`src/rtl/jag_dram_sched.sv`:
```
// Two-master scheduler for the Jaguar DRAM channel ch1: round-robin arbitration,
// open-row tracking, periodic refresh and pch/act/reqr/reqw pulse sequencing.
module jag_dram_sched #(
   parameter int T_ACT        = 4,
   parameter int T_PCH        = 4,
   parameter int T_RD         = 8,
   parameter int T_WR         = 5,
   parameter int T_REF        = 9,
   parameter int REF_INTERVAL = 780
) (
   input  logic        clk,
   input  logic        init_n,
   input  logic        m0_req,
   input  logic        m1_req,
   input  logic [19:0] m0_addr,
   input  logic [19:0] m1_addr,
   input  logic        m0_rnw,
   input  logic        m1_rnw,
   input  logic [63:0] m0_din,
   input  logic [63:0] m1_din,
   input  logic [7:0]  m0_be,
   input  logic [7:0]  m1_be,
   output logic        m0_ack,
   output logic        m1_ack,
   output logic [63:0] rd_data,
   output logic [7:0]  ch1_addr,
   output logic [12:0] ch1_caddr,
   output logic [63:0] ch1_din,
   output logic [7:0]  ch1_be,
   output logic        ch1_reqr,
   output logic        ch1_reqw,
   output logic        ch1_act,
   output logic        ch1_pch,
   output logic        ch1_ref,
   output logic        ch1_rnw,
   output logic        ch1_64,
   input  logic [63:0] ch1_dout,
   output logic        row_open,
   output logic [11:0] open_row
);

   typedef enum logic [2:0] {IDLE, PCH, ACT, RD, WR, REF} state_t;

   state_t      state;
   state_t      next_state;
   state_t      ret_state;
   state_t      ret_next;
   logic        boot;
   logic [3:0]  wait_cnt;
   logic [3:0]  wait_cnt_d;
   logic [9:0]  ref_cnt;
   logic        ref_pend;
   logic        last_gnt;
   logic        gnt;
   logic [19:0] lat_addr;
   logic        lat_rnw;
   logic [63:0] lat_din;
   logic [7:0]  lat_be;
   logic        win;
   logic        grant;
   logic [19:0] win_addr;
   logic        win_rnw;
   logic [63:0] win_din;
   logic [7:0]  win_be;
   logic [19:0] cur_addr;
   logic        cur_rnw;
   logic [63:0] cur_din;
   logic [7:0]  cur_be;
   logic        enter;
   logic        done;

   assign ch1_64 = 1'b1;

   always_ff @(posedge clk or negedge init_n) begin
      if (!init_n) begin
         state     <= IDLE;
         ret_state <= IDLE;
      end else begin
         state     <= next_state;
         ret_state <= ret_next;
      end
   end

   // Requests are ignored during an ack cycle: the acked master still holds its old request.
   always_comb begin
      next_state = state;
      ret_next   = ret_state;
      grant      = 1'b0;
      win        = (m0_req && m1_req) ? ~last_gnt : m1_req;
      win_addr   = win ? m1_addr : m0_addr;
      win_rnw    = win ? m1_rnw  : m0_rnw;
      win_din    = win ? m1_din  : m0_din;
      win_be     = win ? m1_be   : m0_be;
      case (state)
         IDLE: begin
            if (boot) begin
               next_state = PCH;
               ret_next   = IDLE;
            end else if (ref_pend && row_open) begin
               next_state = PCH;
               ret_next   = REF;
            end else if (ref_pend) begin
               next_state = REF;
            end else if ((m0_req || m1_req) && !m0_ack && !m1_ack) begin
               grant = 1'b1;
               if (row_open && open_row == win_addr[19:8]) begin
                  next_state = win_rnw ? RD : WR;
               end else if (row_open) begin
                  next_state = PCH;
                  ret_next   = ACT;
               end else begin
                  next_state = ACT;
               end
            end
         end
         PCH:        if (wait_cnt == 4'd0) next_state = ret_state;
         ACT:        if (wait_cnt == 4'd0) next_state = lat_rnw ? RD : WR;
         RD, WR, REF: if (wait_cnt == 4'd0) next_state = IDLE;
         default:    next_state = IDLE;
      endcase
   end

   always_comb begin
      enter      = (next_state != state);
      done       = (state == RD || state == WR) && next_state == IDLE;
      cur_addr   = grant ? win_addr : lat_addr;
      cur_rnw    = grant ? win_rnw  : lat_rnw;
      cur_din    = grant ? win_din  : lat_din;
      cur_be     = grant ? win_be   : lat_be;
      wait_cnt_d = (wait_cnt != 4'd0) ? wait_cnt - 4'd1 : 4'd0;
      if (enter) begin
         case (next_state)
            PCH:     wait_cnt_d = 4'(T_PCH);
            ACT:     wait_cnt_d = 4'(T_ACT);
            RD:      wait_cnt_d = 4'(T_RD);
            WR:      wait_cnt_d = 4'(T_WR);
            REF:     wait_cnt_d = 4'(T_REF);
            default: wait_cnt_d = 4'd0;
         endcase
      end
   end

   // Command fields are loaded only on state entry so they stay put through each wait window.
   always_ff @(posedge clk or negedge init_n) begin
      if (!init_n) begin
         ch1_pch   <= 1'b0;
         ch1_act   <= 1'b0;
         ch1_reqr  <= 1'b0;
         ch1_reqw  <= 1'b0;
         ch1_ref   <= 1'b0;
         m0_ack    <= 1'b0;
         m1_ack    <= 1'b0;
         wait_cnt  <= 4'd0;
         boot      <= 1'b1;
         last_gnt  <= 1'b1;
         gnt       <= 1'b0;
         lat_addr  <= 20'd0;
         lat_rnw   <= 1'b1;
         lat_din   <= 64'd0;
         lat_be    <= 8'd0;
         ch1_addr  <= 8'd0;
         ch1_caddr <= 13'd0;
         ch1_din   <= 64'd0;
         ch1_be    <= 8'd0;
         ch1_rnw   <= 1'b1;
         rd_data   <= 64'd0;
         row_open  <= 1'b0;
         open_row  <= 12'd0;
      end else begin
         ch1_pch  <= enter && next_state == PCH;
         ch1_act  <= enter && next_state == ACT;
         ch1_reqr <= enter && next_state == RD;
         ch1_reqw <= enter && next_state == WR;
         ch1_ref  <= enter && next_state == REF;
         m0_ack   <= done && !gnt;
         m1_ack   <= done && gnt;
         wait_cnt <= wait_cnt_d;
         if (state == IDLE) boot <= 1'b0;
         if (grant) begin
            lat_addr <= win_addr;
            lat_rnw  <= win_rnw;
            lat_din  <= win_din;
            lat_be   <= win_be;
            gnt      <= win;
            last_gnt <= win;
         end
         if (enter && next_state == PCH) row_open <= 1'b0;
         if (enter && next_state == ACT) begin
            ch1_caddr <= {1'b0, cur_addr[19:8]};
            row_open  <= 1'b1;
            open_row  <= cur_addr[19:8];
         end
         if (enter && (next_state == RD || next_state == WR)) begin
            ch1_addr  <= cur_addr[7:0];
            ch1_caddr <= {5'b0, cur_addr[7:0]};
            ch1_din   <= cur_din;
            ch1_be    <= cur_be;
            ch1_rnw   <= cur_rnw;
         end
         if (state == RD && next_state == IDLE) rd_data <= ch1_dout;
      end
   end

   // A wrap while a refresh is still pending merges into it; a wrap wins over the clear.
   always_ff @(posedge clk or negedge init_n) begin
      if (!init_n) begin
         ref_cnt  <= 10'd0;
         ref_pend <= 1'b0;
      end else begin
         if (ref_cnt == 10'(REF_INTERVAL - 1)) begin
            ref_cnt  <= 10'd0;
            ref_pend <= 1'b1;
         end else begin
            ref_cnt <= ref_cnt + 10'd1;
            if (enter && next_state == REF) ref_pend <= 1'b0;
         end
      end
   end

endmodule
```
`config.mk`:
```
export PLATFORM = sky130hd
export DESIGN_NAME = jag_dram_sched
export DESIGN_NICKNAME = d
export VERILOG_FILES = /design/src/rtl/jag_dram_sched.sv
export SDC_FILE = /design/constraint.sdc
export NUM_CORES = 1
export LEC_CHECK = 0
export BUFFER_PORTS_ARGS = -buffer_cell sky130_fd_sc_hd__buf_2
export CAP_MARGIN = 20
export CORE_MARGIN = 5
export CORE_UTILIZATION = 30
export CTS_CLUSTER_DIAMETER = 120
export DETAILED_ROUTE_END_ITERATION = 7
export PLACE_DENSITY = 0.65
export SLEW_MARGIN = 20
export SYNTH_ARGS = -nofsm -noshare
export SYNTH_HDL_FRONTEND = slang
export SYNTH_SLANG_ARGS = --single-unit
```
`constraint.sdc`:
```
create_clock -name clk -period 3.9 [get_ports clk]
set_input_delay 0.195 -clock clk [delete_from_list [all_inputs] [get_ports clk]]
set_output_delay 0.195 -clock clk [all_outputs]
set_load 0.005 [all_outputs]
```
-- Word-level counts from Yosys, hierarchy flattened
Cells that the tools add are included.
- output and inout bits: 179
- bits of input ports: 254
- logic and storage cells: 120
- bits in registers: 295
- mux-type cells: 42
- reduce and logical (&&, ||, !) cells: 33
- bitwise logic cells: 1
- equal/unequal tests: 15
- $add $sub $neg: 2
- operator list (operator ; count):
    two-way mux 64 bit ; 2
    two-way mux 3 bit ; 16
    two-way mux 20 bit ; 2
    two-way mux 13 bit ; 2
    two-way mux 8 bit ; 2
    case mux 4 bit (4 select lines) ; 1
    logical AND 1 bit ; 15
    == test 12 bit ; 1
    == test 3 x 2 -> 1 bit, second input constant ; 4
    == test 3 bit, second input constant ; 4
    two-way mux 1 bit ; 12
    case mux 3 bit (4 select lines) ; 1
    adder 10 x 1 -> 10 bit, second input constant ; 1
    == test 10 bit, second input constant ; 1
    two-way mux 10 bit ; 1
    two-way mux 4 bit ; 2
    == test 3 x 1 -> 1 bit, second input constant ; 2
    logical NOT 3 bit ; 2
    nonzero test 2 bit ; 3
    nonzero test 3 bit ; 2
    AND reduction 5 bit ; 1
    logical NOT 4 bit ; 1
    nonzero test 4 bit ; 1
    subtractor 4 x 1 -> 4 bit, second input constant ; 1
    other kinds (9) ; 13

-- Longest topological paths before layout
Gate-level depths: netlist (run 1).
- depth after elaboration: 15
- gate-level depth with buffers: 13
- gate-level depth less buffers: 12

-- Least setup slack after synthesis (run 1)
Ideal clock, no wire load.
- kind: register -> register
- from: register wait_cnt[0]
- to: register rd_data[10]
- stages on the path, launching flop included: 14
- path buffers: 1
- arrival time: 2.979 ns
- data required time: 3.775 ns
- path slack: 0.796 ns
- clock period less this slack: 3.104 ns
- library setup time: 0.125 ns
- cell sequence: dfrtp_1 > inv_1 > ha_1 > nor3b_4 > o21ai_0 > a32oi_1 > or2_2 > o21ai_0 > a31oi_2 > inv_2 > or3_4 > nor3_4 > buf_6 > mux2_2
- word-level cells in the longest chain between the ends: 5
- elaborated cells on any way between the ends: 7
- those cells by class: mux: 4; reduce/logical: 3
- ends and longest elaborated chain (item ; line ; RTL):
    start: declaration ; 49 ; logic [3:0] wait_cnt;
    start signal: assignment ; 177 ; wait_cnt <= wait_cnt_d;
    logical NOT 4 bit (*) ; 116, 117, 118 ;
    two-way mux 3 bit, on equally long branches ; 118, 116, 117 ;
    case mux 3 bit (4 select lines) (*) ; 94 ; case (state)
    via next_state[1] ; 45 ; state_t next_state;
    logical NOT 3 bit (*) ; 200 ; if (state == RD && next_state == IDLE) rd_data <= ch1_dout;
    logical AND 1 bit (*) ; 200 ;
    end signal: assignment ; 200 ;
    end: declaration ; 25 ; output logic [63:0] rd_data,
Mark *: on every way through the listed nets, which the timed path passes. The rest lies on a longest branch.
A chain may end at the register's enable or synchronous reset.

-- Final worst setup path (run 1)
- from: register last_gnt
- to: register ch1_caddr[7]
- word-level cells in the longest chain between the ends: 15
- elaborated cells on any way between the ends: 24
- those cells by class: eq/ne: 5; mux: 13; bitwise: 1; reduce/logical: 5
- ends and longest elaborated chain (item ; line ; RTL):
    start: declaration ; 53 ; logic last_gnt;
    start signal: assignment ; 185 ; last_gnt <= win;
    NOT 1 bit (*) ; 89 ; win = (m0_req && m1_req) ? ~last_gnt : m1_req;
    two-way mux 1 bit (*) ; 89 ;
    two-way mux 20 bit ; 90 ; win_addr = win ? m1_addr : m0_addr;
    == test 12 bit ; 106 ; if (row_open && open_row == win_addr[19:8]) begin
    logical AND 1 bit ; 106 ;
    two-way mux 3 bit ; 106 ;
    two-way mux 3 bit ; 104 ; end else if ((m0_req || m1_req) && !m0_ack && !m1_ack) begin
    two-way mux 3 bit ; 102 ; end else if (ref_pend) begin
    two-way mux 3 bit ; 99 ; end else if (ref_pend && row_open) begin
    two-way mux 3 bit ; 96 ; if (boot) begin
    case mux 3 bit (4 select lines) ; 94 ;
    == test 3 x 2 -> 1 bit or == test 3 bit (tied branches) ; 193 ; if (enter && (next_state == RD || next_state == WR)) begin
    logical OR 1 bit ; 193 ;
    logical AND 1 bit ; 193 ;
    two-way mux 13 bit or nonzero test 2 bit (tied branches) ; - ;
    end signal: assignment ; 189 ; ch1_caddr <= {1'b0, cur_addr[19:8]};
    end signal: assignment ; 195 ; ch1_caddr <= {5'b0, cur_addr[7:0]};
    end: declaration ; 27 ; output logic [12:0] ch1_caddr,
Mark *: on every way between the ends. The rest lies on a longest branch, timed or not. The select of a mux whose other input is x is not followed.

==> impl_metrics.ini, run 1 <==
[grt]
grt_pass1_wl_mm = 61.06
grt_max_degree = 185
grt_pass1_vias = 11447
overflow = 0
antenna_found_initial = 6
grt_use_total_pct = 16.84

[floorplanning]
die_h_um = 212.8
die_x_um = 212.8
start_util_pct = 30.29
dieArea_mm2 = 0.04530
io_pins = 433
rows = 74
core_area_mm2 = 0.04074

[layout]
layout_commonest_cell = buf_2
fin_cells = 2308
seq_area_mm2 = 0.007337
fin_util_pct = 45.87
drive_above_1_share_pct = 37.30
nNetsFinal = 2003
multi_input_area_mm2 = 0.004668
area_growth_pct = 51.41
nFillCells = 3683
fin_area_mm2 = 0.01869
final_cell_mix = buf_2, dfrtp_1, dlygate4sd3_1

[timing]
min_period_over_period_pct = 97.76
slew_headroom_pct = 6.791
holdWs_ns = 0.03111
rsz0062_at_grt = true
drv_slew = 0
max_freq_mhz = 262.3
setup_ws_ns = 0.08744
fin_crit_ns = 3.813
setup_viol = 0
final.setup_skew_ns = 0.02026
hold_viol = 0
worstMarginPinSlew_ns = 1.384

[yosys]
synth_seq_area_share_pct = 59.45
syn_nets = 1348
synth_cell_types = 59
synth_area_leaders = dfrtp_1, mux2_2, nand2_1
async_flop_share_pct = 100.0
synth_top_area_share_pct = 58.60
ys_ff_latch = 293
yosysTopAreaCell = dfrtp_1
avgSynthCellArea_um2 = 11.30
synth_ff_type = dfrtp_1
netlist_area_mm2 = 0.01234
ys_warn_count = 0
synth-edff-count = 0
synth_cells = 1092

[clock_network]
cts.path.max_buffers = 3
cts_tree = done
root_buffer = clkbuf_16
htree_levels = 2
cts.sinks = 293
worstSkewPairLatency_ns = 0.53
cts_buffers = 34
clk_pin_slew_ns = 0.06

[pwr]
power_leakage_nw = 8.675
peakVddDrop_mv = 0.4325
cellPowerDensity_mw_per_mm2 = 842.1

[job]
maxCapViolCount = 0

[critical_path]
cp-start-kind = flop
crit_top_cell = buf_12
timing.critical_path.buf_inv = 3
critical-path-slowest-cell = o21ai_0
critical-path-top-delay-family = compound AO/OA/AOI/OAI gates
worstSetupEndpoint = ch1_caddr[7]
startpoint = last_gnt
path_depth = 11
r2r_start = last_gnt
path_cells = a21boi_4, buf_4, nor4_1, a22oi_1, nor4b_1, o31a_1, o21ai_0, o2bb2ai_4, buf_12, buf_12, a221o_1
r2r-end = ch1_caddr[7]
cp_slowest_stage_delay_ns = 1.07
path_max_fanout = 27
required_ns = 4.30
critPathKind = reg2reg
r2r_slack_ns = 0.09
critPathArrivalTime_ns = 4.21
r2r_cells = 11
cp-end-kind = flop

[run_status]
status = finished clean

[drt]
viasPerCell = 4.750
wl_mm = 40.26
drc = 0
ant_nets = 0
wire_per_inst_um = 17.44
vias = 10962
drtPass1Iterations = 6
detail_route.iter0.violations = 616

[min_path]
hp-start = m1_addr[0]
min_path_type = in2reg

[place]
pre_cts_ws_ns = 0.2078
placed_area_mm2 = 0.01513
portBuffers = 430
dp.cells = 2010
place_congestion = 0.8692
dp_hpwl_mm = 26.25
[worst min-delay path by stage]
stage | cells past startpoint | end
finish | 3 | lat_addr[0]
CTS | 3 | lat_addr[0]
detailed placement | 1 | rd_data[0]
global route | 3 | lat_addr[0]
floorplan | 0 | ch1_act
global placement | 1 | rd_data[0]
[cell families (layout without fill, tap and decap cells)]
group	after synthesis	after routing	synth area share, %
other cells	2	6	0.06085
buf+inv	89	768	3.285
flops	293	293	59.45
mux	157	157	14.22
compound gates	170	171	9.266
xor+xnor	16	16	1.135
fa+ha+maj	2	2	0.2027
simple gates	363	363	12.38
[stage by stage]
step / total power, mW / setup TNS, ns
2_1_floorplan: 8.883 / 0
3_3_place_gp: 11.11 / 0
3_5_place_dp: 11.29 / 0
4_1_cts: 15.64 / 0
5_1_grt: 16.83 / -0.01406
6_report: 15.74 / 0
[synth_stat cells, types with 6 or more instances]
library cell	count
mux2_1	14
buf_6	6
nand3_1	13
xor2_1	11
dfrtp_1	289
nor2_1	113
nor3_1	7
a21oi_1	16
buf_1	7
mux2i_1	10
nor2b_1	12
inv_1	24
buf_2	12
clkbuf_1	36
a221o_1	9
nand2_1	190
o21ai_0	16
a21o_1	10
o22ai_1	7
a31oi_1	87
mux2_2	133
[layout make-up]
type,count,area share (%)
flip-flops and latches,293,39.26
diodes,4,0.05357
clock buffers,53,5.705
inverters,25,0.5022
repair buffers,682,25.28
well taps,532,3.562
clock inverters,8,0.6495
multi-input cells,711,24.98
[flip-flops by register name (all words and copies together), names as in the netlist, 2 cells and up]
name       flops
open_row      12
ch1_caddr     12
wait_cnt       4
lat_din       64
rd_data       64
ch1_addr       8
state          3
ref_cnt       10
lat_addr      20
lat_be         8
ret_state      2
ch1_be         8
ch1_din       64
[where the power goes]
part / internal [mW] / switching, mW / total [mW]
combinational: 3.78 / 3.37 / 7.14
clock: 2.08 / 1.23 / 3.31
sequential: 4.55 / 0.733 / 5.28
total: 10.4 / 5.33 / 15.7
[repair_timing]
item / CTS / global route
hold buffers: 228 / 0
hold endpoints to repair: 234 / 0
gates resized for setup: 0 / 2
endpoints found under the setup margin: 0 / 64
buffers inserted: 0 / 4
[per-layer routing]
metal | wire length (um) | global-route usage, % | up-vias
li1 | - | - | 5091
met1 | 16370 | 20.54 | 5295
met2 | 18930 | 27.73 | 460
met3 | 3293 | 4.716 | 112
met4 | 1635 | 7.879 | 4
met5 | 27 | 0 | -
[worst reg2reg max path, cell delays in order, from the launching register on]
cell,delay (ns)
dfstp_2,0.39
a21boi_4,0.37
buf_4,0.23
nor4_1,0.06
a22oi_1,0.27
nor4b_1,0.11
o31a_1,0.29
o21ai_0,1.07
o2bb2ai_4,0.14
buf_12,0.21
buf_12,0.18
a221o_1,0.37
Note: power is estimated with default switching activity, not from simulation.
==> run 2, diff against run 1 <==
--- a/config.mk
+++ b/config.mk
@@ -5,6 +5,7 @@
 export SDC_FILE = /design/constraint.sdc
 export NUM_CORES = 1
 export LEC_CHECK = 0
+export ABC_CLOCK_PERIOD_IN_PS = 3900
 export BUFFER_PORTS_ARGS = -buffer_cell sky130_fd_sc_hd__buf_2
 export CAP_MARGIN = 20
 export CORE_MARGIN = 5
==> constraint.sdc (replaced) <==
create_clock -name clk -period 3.9 [get_ports clk]
set_input_delay 0.39 -clock clk [delete_from_list [all_inputs] [get_ports clk]]
set_output_delay 0.39 -clock clk [all_outputs]
set_load 0.005 [all_outputs]
==> run 2 against run 1 <==
Compared with the run above:
- wire length decreased by 11%
- highest routed layer unchanged
- register-to-register slack improved by 0.34 ns
- final area decreased by 13%
- core utilization decreased by 5.9 points
- cell count decreased by 10%
- total power decreased by 8.5%
==> impl_metrics.ini, run 2 (synthesis results as in run 1) <==
[run_status]
status = finished clean

[pwr]
finalPower_mw = 14.40
peakVddDrop_mv = 0.4240
cellPowerDensity_mw_per_mm2 = 883.3
power_leakage_nw = 7.726

[layout]
drive_above_1_share_pct = 42.50
layout_commonest_cell = buf_2
fin_cells = 2075
final_cell_mix = buf_2, dfrtp_1, nand2_1
fin_util_pct = 40.01
reg_top3 = ch1_din: 64 flops, lat_din: 64 flops, rd_data: 64 flops
fin_area_mm2 = 0.01630
area_growth_pct = 32.06
nNetsFinal = 1771

[floorplanning]
core_area_mm2 = 0.04074
io_pins = 433
dieArea_mm2 = 0.04530
rows = 74
die_x_um = 212.8
start_util_pct = 30.29
die_h_um = 212.8

[grt]
antenna_found_initial = 7
grt_pass1_wl_mm = 55.56
grt_pass1_vias = 10235
overflow = 0
grt_max_degree = 127
grt_use_total_pct = 15.40

[clock_network]
cts_buffers = 34
clk_pin_slew_ns = 0.06
htree_levels = 2
cts_hold_buf = 1
cts_setup_buffers = 0
worstSkewPairLatency_ns = 0.52
cts.sinks = 293
root_buffer = clkbuf_16
cts_resized = 0
cts_tree = done
cts.path.max_buffers = 3

[timing]
rsz0062_at_grt = false
fin_crit_ns = 3.476
final.setup_skew_ns = 0.01306
max_freq_mhz = 287.7
min_period_over_period_pct = 89.12
hold_viol = 0
fin_setup_tns_ns = 0
worstMarginPinSlew_ns = 1.036
drv_slew = 0
setup_ws_ns = 0.4243
slew_headroom_pct = 30.29
holdWs_ns = 0.08797
setup_viol = 0

[place]
place_congestion = 0.8431
dp.cells = 2010
pre_cts_ws_ns = 0.3481
dp_hpwl_mm = 26.21
placed_area_mm2 = 0.01510
portBuffers = 430

[drt]
detail_route.iter0.violations = 417
viasPerCell = 4.713
drc = 0
vias = 9780
ant_nets = 0
drtPass1Iterations = 5
wire_per_inst_um = 17.32
wl_mm = 35.94

[critical_path]
required_ns = 4.30
r2r_start = wait_cnt[0]
critical-path-top-delay-family = simple AND/OR/NAND/NOR gates
critPathKind = reg2reg
crit_top_cell = o21ai_0
cp-end-kind = flop
path_cells = inv_1, ha_1, nor3b_4, o21ai_0, a32oi_1, or2_2, o21ai_0, a31oi_2, inv_2, or3_4, nor3_4, buf_12, mux2_2
cp_slowest_stage_delay_ns = 0.40
cp-start-kind = flop
r2r-end = rd_data[33]
path_max_fanout = 64
r2r_slack_ns = 0.42
r2r_cells = 13
critPathArrivalTime_ns = 3.87
critical-path-slowest-cell = dfrtp_1
timing.critical_path.buf_inv = 3

[min_path]
whs_path_depth = 2
min_to = rd_data[19]
hp-start = ch1_dout[19]
min_path_type = in2reg

[job]
maxCapViolCount = 0
[run 2: worst max path at each step]
stage,startpoint,endpoint,cells past startpoint,slack [ns]
after floorplan,wait_cnt[0],rd_data[10],13,0.80
after global placement,m0_req,rd_data[61],12,0.46
after detailed placement,m1_req,ch1_din[60],11,0.35
after CTS,wait_cnt[0],rd_data[33],13,0.41
after global routing,last_gnt,ch1_din[17],10,0.17
final,wait_cnt[0],rd_data[33],13,0.42
[run 2: area by class of cell]
type	instances	area, um2
Antenna cell	4	10.01
Clock buffer	48	1007
Clock inverter	12	170.2
Fill cell	3977	24440
Inverter	25	93.84
Multi-Input combinational cell	710	4629
Sequential cell	293	7337
Tap cell	532	665.6
Timing Repair Buffer	451	2385
[run 2: report_power, final]
part | switching, mW | internal [mW] | total [mW]
logic | 2.99 | 2.81 | 5.80
clock network | 1.25 | 2.07 | 3.32
registers | 0.723 | 4.55 | 5.27
total | 4.97 | 9.43 | 14.4
[run 2: worst register-to-register path: cells and delay by family, from the launching register on]
kind | cells | cell delay [ns]
and+or+nand+nor | 4 | 1.09
AOI/OAI and AO/OA | 4 | 0.76
muxes | 1 | 0.46
buffers and inverters | 3 | 0.46
DFF | 1 | 0.40
adders and majority gates | 1 | 0.18
[run 2: metal layers]
layer / up-vias / routed length [um] / part of all wire [%] / global-route usage, %
met1: 4695 / 14480 / 40 / 18.81
met4: 6 / 1067 / 3.0 / 6.113
met5: - / 34 / 0.095 / 0
met3: 66 / 3448 / 9.6 / 5.392
li1: 4636 / - / - / -
met2: 377 / 16910 / 47 / 25.07
